File: config.mk
export PLATFORM = sky130hd
export DESIGN_NAME = plant_model_axis
export DESIGN_NICKNAME = d
export VERILOG_FILES = /design/src/rtl/plant_pkg.sv /design/src/rtl/lfsr_galois.sv /design/src/rtl/plant_model_axis.sv
export SDC_FILE = /design/constraint.sdc
export NUM_CORES = 1
export LEC_CHECK = 0
export CAP_MARGIN = 25
export CORE_ASPECT_RATIO = 0.6
export CORE_MARGIN = 1
export CORE_UTILIZATION = 50
export DETAILED_ROUTE_END_ITERATION = 7
export PLACE_DENSITY = 0.74
export REMOVE_ABC_BUFFERS = 1
export SLEW_MARGIN = 20
export SYNTH_ARGS = -nofsm -noshare
export SYNTH_HDL_FRONTEND = slang
export SYNTH_SLANG_ARGS = --single-unit
File: constraint.sdc
create_clock -name clk -period 8.05 [get_ports clk]
set_input_delay 2.0125 -clock clk [delete_from_list [all_inputs] [get_ports clk]]
set_output_delay 2.0125 -clock clk [all_outputs]
set_load 0.01 [all_outputs]
File: src/rtl/plant_pkg.sv
`default_nettype none
// +----------------------------------------------------------------------+
// | plant_pkg                                                            |
// | Shared types and constants for the plant model and its noise LFSR.   |
// | Revision: 1.0                                                        |
// +----------------------------------------------------------------------+
package plant_pkg;

    typedef enum logic [1:0] {
        PRIME  = 2'd0,
        SEND   = 2'd1,
        WAIT_U = 2'd2,
        CALC   = 2'd3
    } state_t;

    // x^16 + x^14 + x^13 + x^11 + 1, right-shifting Galois form
    localparam logic [15:0] LFSR_TAPS         = 16'hB400;
    localparam logic [15:0] LFSR_SEED_DEFAULT = 16'hACE1;

endpackage
`default_nettype wire

File: src/rtl/lfsr_galois.sv
`default_nettype none
// +----------------------------------------------------------------------+
// | lfsr_galois                                                          |
// | 16-bit right-shifting Galois LFSR, one step per advance pulse.       |
// | Revision: 1.0                                                        |
// +----------------------------------------------------------------------+
module lfsr_galois
    import plant_pkg::*;
#(
    parameter logic [15:0] TAPS = LFSR_TAPS
) (
    input  logic        clk,
    input  logic        reset,
    input  logic [15:0] seed,
    input  logic        advance,
    output logic [15:0] state
);

    logic [15:0] r_state;

    always_ff @(posedge clk or posedge reset) begin
        if (reset) begin
            r_state <= seed;
        end else if (advance) begin
            r_state <= {1'b0, r_state[15:1]} ^ (r_state[0] ? TAPS : 16'h0000);
        end
    end

    assign state = r_state;

endmodule
`default_nettype wire

File: src/rtl/plant_model_axis.sv
`default_nettype none
// +----------------------------------------------------------------------+
// | plant_model_axis                                                     |
// | First-order plant y += (u - y) >>> ALPHA_SHIFT with LFSR measurement |
// | noise, AXI-Stream in (u) and out (y_meas).                           |
// | Revision: 1.0                                                        |
// +----------------------------------------------------------------------+
module plant_model_axis
    import plant_pkg::*;
#(
    parameter int          W           = 16,
    parameter int          MAX_VAL     = 32767,
    parameter int          MIN_VAL     = -32768,
    parameter int          ALPHA_SHIFT = 3,
    parameter int          NOISE_BITS  = 4,
    parameter logic [15:0] LFSR_SEED   = LFSR_SEED_DEFAULT
) (
    input  logic         clk,
    input  logic         reset,
    input  logic [W-1:0] s_axi_tdata,
    input  logic         s_axi_tvalid,
    output logic         s_axi_tready,
    input  logic         noise_en,
    output logic [W-1:0] m_axi_tdata,
    output logic         m_axi_tvalid,
    input  logic         m_axi_tready
);

    localparam logic signed [W+1:0] C_MAX = (W+2)'(MAX_VAL);
    localparam logic signed [W+1:0] C_MIN = (W+2)'(MIN_VAL);

    function automatic logic signed [W-1:0] sat(input logic signed [W+1:0] v);
        if (v > C_MAX) return C_MAX[W-1:0];
        if (v < C_MIN) return C_MIN[W-1:0];
        return v[W-1:0];
    endfunction

    state_t                r_state;
    logic signed [W-1:0]   r_y;
    logic signed [W-1:0]   r_y_meas;
    logic signed [W-1:0]   r_u;
    logic                  r_s_ready;
    logic                  r_m_valid;

    logic                  w_accept;
    logic [15:0]           w_lfsr;
    logic signed [W:0]     w_diff;
    logic signed [W:0]     w_step;
    logic signed [W+1:0]   w_y_sum;
    logic signed [W-1:0]   w_y_next;
    logic signed [W+1:0]   w_noise;
    logic signed [W+1:0]   w_noise_sel;
    logic signed [W+1:0]   w_meas_sum;
    logic                  w_lfsr_unused;

    // Stepping on the accepting edge means CALC already sees the post-advance value.
    assign w_accept = (r_state == WAIT_U) && s_axi_tvalid;

    lfsr_galois #(
        .TAPS (LFSR_TAPS)
    ) u_lfsr (
        .clk     (clk),
        .reset   (reset),
        .seed    (LFSR_SEED),
        .advance (w_accept),
        .state   (w_lfsr)
    );

    assign w_diff      = (W+1)'(r_u) - (W+1)'(r_y);
    assign w_step      = w_diff >>> ALPHA_SHIFT;
    assign w_y_sum     = (W+2)'(r_y) + (W+2)'(w_step);
    assign w_y_next    = sat(w_y_sum);
    assign w_noise     = (W+2)'($signed(w_lfsr[NOISE_BITS-1:0]));
    assign w_noise_sel = noise_en ? w_noise : (W+2)'(0);
    assign w_meas_sum  = (W+2)'(w_y_next) + w_noise_sel;
    assign w_lfsr_unused = ^w_lfsr[15:NOISE_BITS];

    always_ff @(posedge clk or posedge reset) begin
        if (reset) begin
            r_state   <= PRIME;
            r_y       <= '0;
            r_y_meas  <= '0;
            r_u       <= '0;
            r_s_ready <= 1'b0;
            r_m_valid <= 1'b0;
        end else begin
            case (r_state)
                PRIME: begin
                    r_m_valid <= 1'b1;
                    r_state   <= SEND;
                end
                SEND: begin
                    if (m_axi_tready) begin
                        r_m_valid <= 1'b0;
                        r_s_ready <= 1'b1;
                        r_state   <= WAIT_U;
                    end
                end
                WAIT_U: begin
                    if (s_axi_tvalid) begin
                        r_u       <= s_axi_tdata;
                        r_s_ready <= 1'b0;
                        r_state   <= CALC;
                    end
                end
                CALC: begin
                    r_y       <= w_y_next;
                    r_y_meas  <= sat(w_meas_sum);
                    r_m_valid <= 1'b1;
                    r_state   <= SEND;
                end
                default: begin
                    r_s_ready <= 1'b0;
                    r_m_valid <= 1'b0;
                    r_state   <= PRIME;
                end
            endcase
        end
    end

    assign s_axi_tready = r_s_ready;
    assign m_axi_tvalid = r_m_valid;
    assign m_axi_tdata  = r_y_meas;

endmodule
`default_nettype wire

Word-level counts from Yosys, hierarchy flattened
Cells that the tools add are included.
{ "totals": {"word_cells": 55, "out_inout_bits": 18, "register_bits": 68} }
{ "classes": {"add_sub_neg": 3, "n_lt_le_gt_ge": 4, "muxes": 26, "n_reduce_logical": 9, "n_eq_ne": 5, "bitwise_logic": 1} }
{ "ops": {"columns": ["operator", "count"], "rows": [
  ["$mux W16", 9],
  ["$add A16 B18 Y18", 1],
  ["$gt A18 B16 Y1 const B", 1],
  ["$lt A18 B16 Y1 const B", 1],
  ["$mux W18", 1],
  ["$add A16 B14 Y17", 1],
  ["$gt A17 B16 Y1 const B", 1],
  ["$lt A17 B16 Y1 const B", 1],
  ["$sub A16 B16 Y17", 1],
  ["$xor A15 B16 Y16", 1],
  ["$mux W1", 11],
  ["$pmux W2 S3", 1],
  ["$reduce_and A2 Y1", 3],
  ["$eq A2 B2 Y1 const B", 2],
  ["$mux W2", 2],
  ["$ne A2 B2 Y1 const B", 2],
  ["$pmux W1 S2", 2],
  ["$reduce_bool A2 Y1", 2],
  ["$reduce_and A3 Y1", 1],
  ["$eq A2 B1 Y1 const B", 1],
  ["$logic_not A2 Y1", 1],
  ["$reduce_or A2 Y1", 1],
  ["$logic_and A1 B1 Y1", 1]
]} }

Logic depth before layout (Yosys ltp)
Gate-level depths: netlist of run 1.
{ "depth": {"depth_word": 15, "mapped_depth": 29, "ltp_nobuf": 26} }

Worst setup path after synthesis of run 1
No wires, ideal clock.
{ "synth_path": {"path_kind": "register to register", "from": "register r_y[7]", "to": "register r_y_meas[10], in the netlist m_axi_tdata[10]", "stages_incl_launch_ff": 28, "t_required_ns": 7.973, "setup_slack_ns": 2.120, "setup_time_ns": 0.077, "path_buffers": 3, "period_less_slack_ns": 5.930, "arrival_ns": 5.853, "path_cell_list": "dfrtp_1 > inv_1 > ha_1 > a21o_1 > a21o_1 > a221oi_1 > a21oi_1 > a211oi_1 > xnor2_1 > ha_1 > clkbuf_1 > a21o_1 > a21oi_1 > o21bai_1 > a41oi_2 > mux2i_2 > clkbuf_1 > nand2_1 > ha_1 > fa_1 > a211oi_1 > o211ai_1 > a21boi_2 > o21ai_1 > a31oi_1 > buf_2 > o21ai_0 > a21oi_1"} }
{ "synth_via": {"elab_chain_len": 14} }
{ "synth_rtl": {"columns": ["element", "line", "text"], "rows": [
  ["start, declared", "plant_model_axis.sv:39", "logic signed [W-1:0] r_y;"],
  ["start signal, assigned", "plant_model_axis.sv:107", "r_y <= w_y_next;"],
  ["$sub A16 B16 Y17", "plant_model_axis.sv:69", "assign w_diff = (W+1)'(r_u) - (W+1)'(r_y);"],
  ["$add A16 B14 Y17 (*)", "plant_model_axis.sv:71", "assign w_y_sum = (W+2)'(r_y) + (W+2)'(w_step);"],
  ["$lt A17 B16 Y1", "plant_model_axis.sv:34", "if (v < C_MIN) return C_MIN[W-1:0];"],
  ["$mux W1 (2 in series)", "plant_model_axis.sv:34", null],
  ["$mux W16", "plant_model_axis.sv:35", "return v[W-1:0];"],
  ["$mux W16 (*)", "plant_model_axis.sv:34", null],
  ["named net w_y_next[0]", "plant_model_axis.sv:50", "logic signed [W-1:0] w_y_next;"],
  ["$add A16 B18 Y18 (*)", "plant_model_axis.sv:75", "assign w_meas_sum = (W+2)'(w_y_next) + w_noise_sel;"],
  ["$lt A18 B16 Y1", "plant_model_axis.sv:34", null],
  ["$mux W1 (2 in series)", "plant_model_axis.sv:34", null],
  ["$mux W1", "plant_model_axis.sv:87", "case (r_state)"],
  ["$mux W16", "plant_model_axis.sv:35", null],
  ["$mux W16 (*)", "plant_model_axis.sv:34", null],
  ["end signal, assigned", "plant_model_axis.sv:108", "r_y_meas <= sat(w_meas_sum);"],
  ["end, declared", "plant_model_axis.sv:40", "logic signed [W-1:0] r_y_meas;"]
]} }
Mark *: on every way through the listed nets, which the timed path passes. The rest lies on a longest branch. The select of a mux whose other input is x is not followed.
A chain may end at the register's enable or synchronous reset.

Final worst setup path of run 1
{ "layout_path": {"from": "register r_y[7]", "to": "register r_y_meas[7], in the netlist m_axi_tdata[7]"} }
The elaborated chain is that of the path after synthesis.

==> results of run 1 <==
layer usage:
| metal | vias up | GRT usage |
|---|---|---|
| met3 | 6 | 0.04952 |
| li1 | 2019 | - |
| met2 | 104 | 0.3767 |
| met1 | 1985 | 0.3372 |
| met4 | 0 | 0.06860 |
| met5 | - | 0 |
through the flow:
stage	std cells	utilization	setup WS [ns]
after floorplan	512	-	2.033
after global placement	689	0.5649	1.550
after detailed placement	689	0.5649	1.268
after CTS	705	0.5955	1.242
after global routing	705	0.5955	0.4148
final	705	0.5955	1.054
final cells by class:
| class | count | area (µm²) | share of cell area |
|---|---|---|---|
| tap | 135 | 168.9 | 0.02882 |
| inverter | 27 | 101.3 | 0.01729 |
| clock inverter | 7 | 75.07 | 0.01281 |
| sequential | 68 | 1712 | 0.2920 |
| multi-input combinational | 417 | 3169 | 0.5407 |
| timing repair buffer | 42 | 410.4 | 0.07001 |
| clock buffer | 9 | 225.2 | 0.03842 |
registers in the layout, indices dropped and copies added (netlist names):
register / cells
u_lfsr.state: 16
r_y: 16
m_axi_tvalid: 1
m_axi_tdata: 16
r_u: 16
r_state: 2
s_axi_tready: 1
path summary, 6_finish.rpt:
| check | slack [ns] | endpoint | cells after the start | from |
|---|---|---|---|---|
| setup / recovery | 1.05 | m_axi_tdata[7] | 23 | r_y[7] |
| hold / removal | 0.48 | u_lfsr.state[10] | 2 | u_lfsr.state[10] |
| setup reg to reg | 1.05 | m_axi_tdata[7] | 23 | r_y[7] |
| hold reg to reg | 0.48 | u_lfsr.state[10] | 2 | u_lfsr.state[10] |
| max in group asynchronous | 5.21 | r_y[13] | 3 | reset |
| min in group asynchronous | 2.27 | u_lfsr.state[9] | 3 | reset |
worst register-to-register path: stages (launching register included):
cell       delay [ns]
dfrtp_1          0.38
inv_1            0.08
ha_1             0.36
a21o_1           0.20
a21o_1           0.18
a221oi_1         0.46
a21oi_1          0.26
a211oi_1         0.38
nand3_1          0.11
o21ai_0          0.19
ha_1             0.41
and3_1           0.24
a31oi_1          0.24
a21boi_0         0.14
mux2i_2          0.59
nand2_1          0.17
ha_1             0.40
a21oi_1          0.27
o211ai_1         0.16
a21oi_2          0.28
a211oi_2         0.14
a2bb2oi_2        0.22
a311oi_2         0.80
a21oi_1          0.16
kinds of logic after synthesis:
logic type,Yosys count,synth area share
AOI/OAI and AO/OA,181,0.2561
muxes,31,0.06938
xor gates and xnor gates,33,0.05704
adders and majority gates,54,0.1363
DFF,68,0.3378
buffers and inverters,44,0.03679
and+or+nand+nor,118,0.1067
cell usage in the layout (no fill, tap or decap), drive strengths merged, types with 5 or more instances in the layout:
cell and instances:
a21o 19, dfstp 8, nor2b 6, a311oi 5, clkdlybuf4s50 38, mux2 30, clkbuf 9, o211ai 9
a211oi 11, o21ai 37, nand2 51, nand3 5, nor2 28, a21oi 40, xnor2 20, o21a 7
o21bai 10, xor2 13, ha 52, inv 28, and2 7, clkinv 5, a22oi 14, dfrtp 60
==> results_dict.tcl, run 1 <==
set metrics [dict create \
    row_count 28 \
    syn2layout_area_growth_pct 15.68 \
    maxSlewViolCount 0 \
    drt_iter0_markers 153 \
    route.detailed.drc 0 \
    synthTopCellsByCount "60 x dfrtp_1, 52 x ha_1, 51 x nand2_1" \
    yosysSeqAreaShare 0.3378 \
    ys_warn_count 0 \
    path_class "reg -> reg" \
    first_global_vias 3928 \
    yosys-top-cells-area "dfrtp_1 30%, ha_1 13%, mux2_2 6.7%" \
    port_buffers 38 \
    clock_path_buffers 2 \
    h-tree-depth 3 \
    fin_nets 640 \
    fmax_ghz 0.1429 \
    die_h_um 79.98 \
    tightest_slew_ns 0.9347 \
    synth_cells 529 \
    vias_per_cell 5.835 \
    clk_pin_slew_ns 0.06 \
    cts-resized-gates 0 \
    critPathBufInv 1 \
    clock-sinks 68 \
    path_delay_family "compound AO/OA/AOI/OAI gates" \
    antenna_cells 0 \
    core_area_um2 9844 \
    crit_chain "inv_1, ha_1, a21o_1, a21o_1, a221oi_1, a21oi_1, a211oi_1, nand3_1, o21ai_0, ha_1, and3_1, a31oi_1, a21boi_0, mux2i_2, nand2_1, ha_1, a21oi_1, o211ai_1, a21oi_2, a211oi_2, a2bb2oi_2, a311oi_2, a21oi_1" \
    cp_slowest_cell "a311oi_2" \
    routed.top_layer "met4" \
    yosysTopAreaCell "dfrtp_1" \
    grt_use_total 0.2411 \
    place_area_um2 5562 \
    gr-total-overflow 0 \
    cts_root_buf "clkbuf_16" \
    cpPeakStageDelay_ns 0.80 \
    hp-class "reg -> reg" \
    ant_nets 0 \
    whs_ns 0.4776 \
    fillerInstances 852 \
    gp_congestion 0.9102 \
    routedWlPerCell_um 16.85 \
    antenna_found_initial 0 \
    fin_skew_ns 0.006127 \
    insertion_delay_ns 0.34 \
    final.min_clock_period_ns 6.996 \
    final_cell_area_um2 5862 \
    avgSynthCellArea_um2 9.579 \
    cp.required_ns 8.22 \
    final-setup-viol-count 0 \
    drt-met1-wl_um 6158 \
    vias 4114 \
    grt_pass1_wl_um 19660 \
    crit_path_end_kind "register" \
    synth_edf_count 0 \
    yosysMostFrequentCell "dfrtp_1" \
    cts_buffers 9 \
    initial_utilization 0.5147 \
    ys_seq_elements 68 \
    ios 39 \
    setup_tns_ns 0 \
    die_x_um 132.0 \
    syn-cell-area_um2 5067 \
    synth_top_area_frac 0.2963 \
    hpwl_um 8916 \
    outcome "finished, final reports clean" \
    hold_viol 0 \
    synth.distinct_cells 63 \
    cts_tree "built" \
    wl_met2_um 5068 \
    die_area_um2 10550 \
    dr.pass1.iters 5 \
    drive_above_1_share 0.1456 \
    crit_path_max_fanout 16 \
    totalWireLength_um 11880 \
    synth-main-ff-cell "dfrtp_1" \
    rsz0062_at_grt "no" \
    critPathArrivalTime_ns 7.17 \
    start_kind "register" \
    synthArstFlopShare 1.000 \
    relSlewSlack 0.3768 \
    grt_start_max_net_pins 69 \
    drv_cap 0 \
    post_cts_buffers 0 \
    cts_hold_buf 0 \
    post-route-period-util 0.8690 \
    met3_wirelength_um 581 \
]
Power of run 1 is left out: the tool's default activity adds up to more than one toggle a clock period on the data nets, which glitch-free logic cannot reach.
==> inputs of run 2 (changes only) <==
--- a/config.mk
+++ b/config.mk
@@ -12,6 +12,7 @@
 export DETAILED_ROUTE_END_ITERATION = 7
 export PLACE_DENSITY = 0.74
 export REMOVE_ABC_BUFFERS = 1
+export SKIP_LAST_GASP = 1
 export SLEW_MARGIN = 20
 export SYNTH_ARGS = -nofsm -noshare
 export SYNTH_HDL_FRONTEND = slang
==> results of run 2 <==
Final layout, timing and power as in run 1 (identical DEF).
Power of run 2 is left out for the same reason.
